## config.mk

```make
export PLATFORM = sky130hd
export DESIGN_NAME = nibble_serial_adder_seq_flat
export DESIGN_NICKNAME = d
export VERILOG_FILES = /design/src/rtl/nibble_serial_adder_seq_if.sv /design/src/rtl/nibble_serial_adder_seq.sv /design/src/flat_wrapper.sv
export SDC_FILE = /design/constraint.sdc
export NUM_CORES = 1
export LEC_CHECK = 0
export BUFFER_PORTS_ARGS = -buffer_cell sky130_fd_sc_hd__buf_2
export CAP_MARGIN = 5
export CORE_MARGIN = 2
export CORE_UTILIZATION = 35
export DETAILED_ROUTE_END_ITERATION = 10
export PLACE_DENSITY_LB_ADDON = 0.1
export REMOVE_ABC_BUFFERS = 1
export SYNTH_ARGS = -nofsm -noshare
export SYNTH_HDL_FRONTEND = slang
export SYNTH_SLANG_ARGS = --single-unit
```

## constraint.sdc

```tcl
create_clock -name clk -period 2.94 [get_ports clk]
set_input_delay 0.441 -clock clk [delete_from_list [all_inputs] [get_ports clk]]
set_output_delay 0.441 -clock clk [all_outputs]
set_load 0.02 [all_outputs]
```

## src/rtl/nibble_serial_adder_seq_if.sv

```systemverilog
// rtl/nibble_serial_adder_seq_if.sv - operand, result and external-adder signal bundle
interface nibble_serial_adder_seq_if #(
    parameter int NIBBLES = 4
);
    localparam int W = 4 * NIBBLES;

    logic         in_valid;
    logic         in_ready;
    logic [W-1:0] in_a;
    logic [W-1:0] in_b;
    logic         in_cin;

    logic [3:0]   add_a;
    logic [3:0]   add_b;
    logic         add_cin;
    logic [3:0]   add_sum;
    logic         add_cout;

    logic         out_valid;
    logic         out_ready;
    logic [W-1:0] out_sum;
    logic         out_cout;

    logic         busy;

    modport master (
        output in_valid, in_a, in_b, in_cin, out_ready, add_sum, add_cout,
        input  in_ready, add_a, add_b, add_cin, out_valid, out_sum, out_cout, busy
    );

    modport slave (
        input  in_valid, in_a, in_b, in_cin, out_ready, add_sum, add_cout,
        output in_ready, add_a, add_b, add_cin, out_valid, out_sum, out_cout, busy
    );
endinterface

```

## src/rtl/nibble_serial_adder_seq.sv

```systemverilog
// rtl/nibble_serial_adder_seq.sv - wide adder driving an external 4-bit adder one nibble per cycle
module nibble_serial_adder_seq #(
    parameter int NIBBLES = 4
) (
    input  logic                     clk,
    input  logic                     rst,
    nibble_serial_adder_seq_if.slave bus
);
    localparam int W  = 4 * NIBBLES;
    localparam int IW = (NIBBLES > 1) ? $clog2(NIBBLES) : 1;
    localparam logic [IW-1:0] LAST = IW'(NIBBLES - 1);

    typedef enum logic [1:0] {
        IDLE,
        RUN,
        DONE
    } state_t;

    state_t        state;
    state_t        next_state;
    logic [W-1:0]  a_reg;
    logic [W-1:0]  b_reg;
    logic [W-1:0]  sum_reg;
    logic          carry_reg;
    logic [IW-1:0] idx;
    logic          load;
    logic          step;

    always_ff @(posedge clk or posedge rst) begin
        if (rst) begin
            state <= IDLE;
        end else begin
            state <= next_state;
        end
    end

    always_comb begin
        next_state    = state;
        load          = 1'b0;
        step          = 1'b0;
        bus.in_ready  = 1'b0;
        bus.out_valid = 1'b0;
        bus.out_sum   = '0;
        bus.out_cout  = 1'b0;
        bus.busy      = 1'b0;
        bus.add_a     = 4'h0;
        bus.add_b     = 4'h0;
        bus.add_cin   = 1'b0;
        case (state)
            IDLE: begin
                bus.in_ready = 1'b1;
                if (bus.in_valid) begin
                    load       = 1'b1;
                    next_state = RUN;
                end
            end
            RUN: begin
                bus.busy    = 1'b1;
                step        = 1'b1;
                bus.add_a   = a_reg[4*idx +: 4];
                bus.add_b   = b_reg[4*idx +: 4];
                bus.add_cin = carry_reg;
                if (idx == LAST) begin
                    next_state = DONE;
                end
            end
            DONE: begin
                bus.busy      = 1'b1;
                bus.out_valid = 1'b1;
                bus.out_sum   = sum_reg;
                bus.out_cout  = carry_reg;
                if (bus.out_ready) begin
                    next_state = IDLE;
                end
            end
            default: next_state = IDLE;
        endcase
    end

    // The adder result is captured straight from the combinational external path.
    always_ff @(posedge clk or posedge rst) begin
        if (rst) begin
            a_reg     <= '0;
            b_reg     <= '0;
            sum_reg   <= '0;
            carry_reg <= 1'b0;
            idx       <= '0;
        end else if (load) begin
            a_reg     <= bus.in_a;
            b_reg     <= bus.in_b;
            sum_reg   <= '0;
            carry_reg <= bus.in_cin;
            idx       <= '0;
        end else if (step) begin
            sum_reg[4*idx +: 4] <= bus.add_sum;
            carry_reg           <= bus.add_cout;
            if (idx != LAST) begin
                idx <= idx + IW'(1);
            end
        end
    end
endmodule

```

## src/flat_wrapper.sv

```systemverilog
// flat-port wrapper written by rule: the top's interface ports become plain ports
module nibble_serial_adder_seq_flat 
#(
    parameter int NIBBLES = 4
)
  (clk, rst, bus_in_valid, bus_in_a, bus_in_b, bus_in_cin, bus_out_ready, bus_add_sum, bus_add_cout, bus_in_ready, bus_add_a, bus_add_b, bus_add_cin, bus_out_valid, bus_out_sum, bus_out_cout, bus_busy);
  nibble_serial_adder_seq_if #(.NIBBLES(NIBBLES)) bus_i ();
  input  logic clk;
  input  logic rst;
  input wire logic [$bits(bus_i.in_valid)-1:0] bus_in_valid;
  input wire logic [$bits(bus_i.in_a)-1:0] bus_in_a;
  input wire logic [$bits(bus_i.in_b)-1:0] bus_in_b;
  input wire logic [$bits(bus_i.in_cin)-1:0] bus_in_cin;
  input wire logic [$bits(bus_i.out_ready)-1:0] bus_out_ready;
  input wire logic [$bits(bus_i.add_sum)-1:0] bus_add_sum;
  input wire logic [$bits(bus_i.add_cout)-1:0] bus_add_cout;
  output wire logic [$bits(bus_i.in_ready)-1:0] bus_in_ready;
  output wire logic [$bits(bus_i.add_a)-1:0] bus_add_a;
  output wire logic [$bits(bus_i.add_b)-1:0] bus_add_b;
  output wire logic [$bits(bus_i.add_cin)-1:0] bus_add_cin;
  output wire logic [$bits(bus_i.out_valid)-1:0] bus_out_valid;
  output wire logic [$bits(bus_i.out_sum)-1:0] bus_out_sum;
  output wire logic [$bits(bus_i.out_cout)-1:0] bus_out_cout;
  output wire logic [$bits(bus_i.busy)-1:0] bus_busy;
  assign bus_i.in_valid = bus_in_valid;
  assign bus_i.in_a = bus_in_a;
  assign bus_i.in_b = bus_in_b;
  assign bus_i.in_cin = bus_in_cin;
  assign bus_i.out_ready = bus_out_ready;
  assign bus_i.add_sum = bus_add_sum;
  assign bus_i.add_cout = bus_add_cout;
  assign bus_in_ready = bus_i.in_ready;
  assign bus_add_a = bus_i.add_a;
  assign bus_add_b = bus_i.add_b;
  assign bus_add_cin = bus_i.add_cin;
  assign bus_out_valid = bus_i.out_valid;
  assign bus_out_sum = bus_i.out_sum;
  assign bus_out_cout = bus_i.out_cout;
  assign bus_busy = bus_i.busy;
  nibble_serial_adder_seq #(.NIBBLES(NIBBLES)) u_core (.clk(clk), .rst(rst), .bus(bus_i));
endmodule
```

==> impl_metrics.json <==
{
  "first_pass_iters": 4,
  "diodes": 0,
  "synth_top_area_frac": 0.5101,
  "cp-end-kind": "output pin",
  "wire_per_inst_microns": 12.81,
  "first_global_vias": 1910,
  "clock_skew_ps": 10.29,
  "grt_pass1_wl_mm": 9.218,
  "die_w_microns": 90.19,
  "ys_types": 27,
  "cts_setup_buffers": 0,
  "dpl.hpwl_mm": 3.959,
  "relSlewSlack": 0.4568,
  "rows": 31,
  "period_minus_slack_ps": 2526,
  "post_cts_resize_count": 0,
  "drt_iter0_markers": 78,
  "setup_viol": 0,
  "ctsHoldBuffers": 0,
  "tritoncts": "done",
  "io_buffers": 70,
  "initial_core_util": 0.3604,
  "ys_top_cells_by_area": "dfrtp_1 (51%), nand2_1 (16%), mux4_2 (6.9%)",
  "clk_pin_slew_ps": 90,
  "fillCellCount": 770,
  "ant_nets": 0,
  "root_buffer": "clkbuf_8",
  "wl_mm": 5.609,
  "rsz0062_at_grt": "no",
  "synth.most_common_cell": "nand2_1",
  "overflow": 0,
  "core_sq_mm": 0.007214,
  "ys_ff_latch": 53,
  "fin_crit_sh": 0.8591,
  "die_h_microns": 90.19,
  "grt_usage": 0.1404,
  "maxCapViolations": 0,
  "peakVddDrop_v": 0.0003832,
  "grt_max_degree": 46,
  "vias": 2014,
  "area_delta_synth_final_pct": 21.61,
  "dp.cells": 430,
  "viasPerCell": 4.598,
  "report.final.hold_viol_count": 0,
  "antenna_found_initial": 0,
  "fmax_mhz": 395.9,
  "synth_commonest_cells": "nand2_1 (112), dfrtp_1 (53), and2_1 (27)",
  "cts_buffer_depth": 2,
  "syn_area_sq_mm": 0.002600,
  "startpoint_type": "flop",
  "clock_latency_ps": 300,
  "outcome": "finished clean",
  "critPathMaxFanout": 15,
  "drc": 0,
  "final_cells": 438,
  "critPathRequiredTime_ps": 2500,
  "synth_edf_count": 0,
  "placed_area_sq_mm": 0.003045,
  "tns_ps": 0,
  "synth_warnings": 0,
  "cts-buffers-inserted": 5,
  "nets": 390,
  "synthCells": 270,
  "htreeDepth": 2,
  "leakage_nw": 1.679,
  "stdcell_area_sq_mm": 0.003162,
  "worst_slew_pin_slew_ps": 814.7,
  "clock-sinks": 53,
  "ys.flop_type": "dfrtp_1",
  "yosysSeqAreaShare": 0.5101,
  "slew_violations": 0,
  "die_area_sq_mm": 0.008134,
  "synth_area_leader_cell": "dfrtp_1",
  "synthArstFlopShare": 1.000,
  "io_pins": 71,
  "hold_slack_ps": 190.9,
  "avgSynthCellArea_sq_um": 9.630,
  "final_util": 0.4383,
  "hold_path_class": "input pin to async pin",
  "cp.arrival_ps": 2080,
  "power_density_mw_per_mm2": 926.8,
  "routabilityCongestion": 0.7079,
  "layout-drive-gt1-share": 0.2802,
  "critical_path_class": "flop to output pin"
}
## final timing paths
kind / start / to / slack (ps) / cells past startpoint
worst max-delay path: u_core.idx[0] / bus_add_b[2] / 410 / 3
worst min-delay path: rst / u_core.b_reg[5] / 190 / 2
worst max register to register: u_core.idx[0] / u_core.sum_reg[14] / 640 / 5
worst min register to register: u_core.a_reg[12] / u_core.a_reg[12] / 480 / 2
max in group asynchronous: rst / u_core.carry_reg / 2050 / 3
min in group clk: bus_in_b[15] / u_core.b_reg[15] / 320 / 3
## critical path: stages, from the launching register on
cell     delay [ps]
dfrtp_1         850
mux4_2          590
and2_1          190
buf_2           160
## cells in the final DEF, fill, tap and decap left out, types with 6 or more instances in the layout
| cell | instances |
|---|---|
| a21oi_1 | 6 |
| a22o_1 | 9 |
| and2_1 | 26 |
| buf_2 | 70 |
| clkbuf_8 | 6 |
| dfrtp_1 | 53 |
| ha_1 | 10 |
| inv_1 | 6 |
| mux4_2 | 8 |
| nand2_1 | 112 |
## final cells by class
type	instances	area, sq um	share of cell area
Sequential cell	53	1326	0.4195
Clock inverter	1	30.03	0.009497
Tap cell	99	123.9	0.03918
Timing Repair Buffer	74	380.4	0.1203
Multi-Input combinational cell	197	1189	0.3759
Clock buffer	7	86.33	0.02731
Inverter	7	26.28	0.008310
## metrics by stage
stage                     power (W)  setup slack, ps
after floorplan            0.002088            609.4
after global placement     0.002446            632.7
after detailed placement   0.002465            605.8
after CTS                  0.002981            363.6
after global routing       0.003184            254.8
final                      0.002930            414.2
## report_power, final
part | total (W) | internal (W) | switching [W]
combinational | 0.00122 | 0.000538 | 0.000680
sequential | 0.00120 | 0.00100 | 0.000200
clock | 0.000507 | 0.000278 | 0.000230
total | 0.00293 | 0.00182 | 0.00111
## kinds of logic after synthesis
kind of cell / share of synthesized area
buffers and inverters: 0.03321
multiplexers: 0.08566
flip-flops: 0.5101
AND/OR/NAND/NOR: 0.2618
adder cells (fa/ha/maj): 0.04812
AO/OA/AOI/OAI: 0.05775
XOR/XNOR: 0.003369
## layer usage
metal  up-vias  GRT usage  share of wire
li1       1018          -              -
met1       946     0.1940           0.47
met2        48     0.2224           0.48
met3         2    0.03521          0.046
met4         0    0.03462         0.0053
met5         -          0              0
No activity file was read; power rests on OpenSTA's default activity.
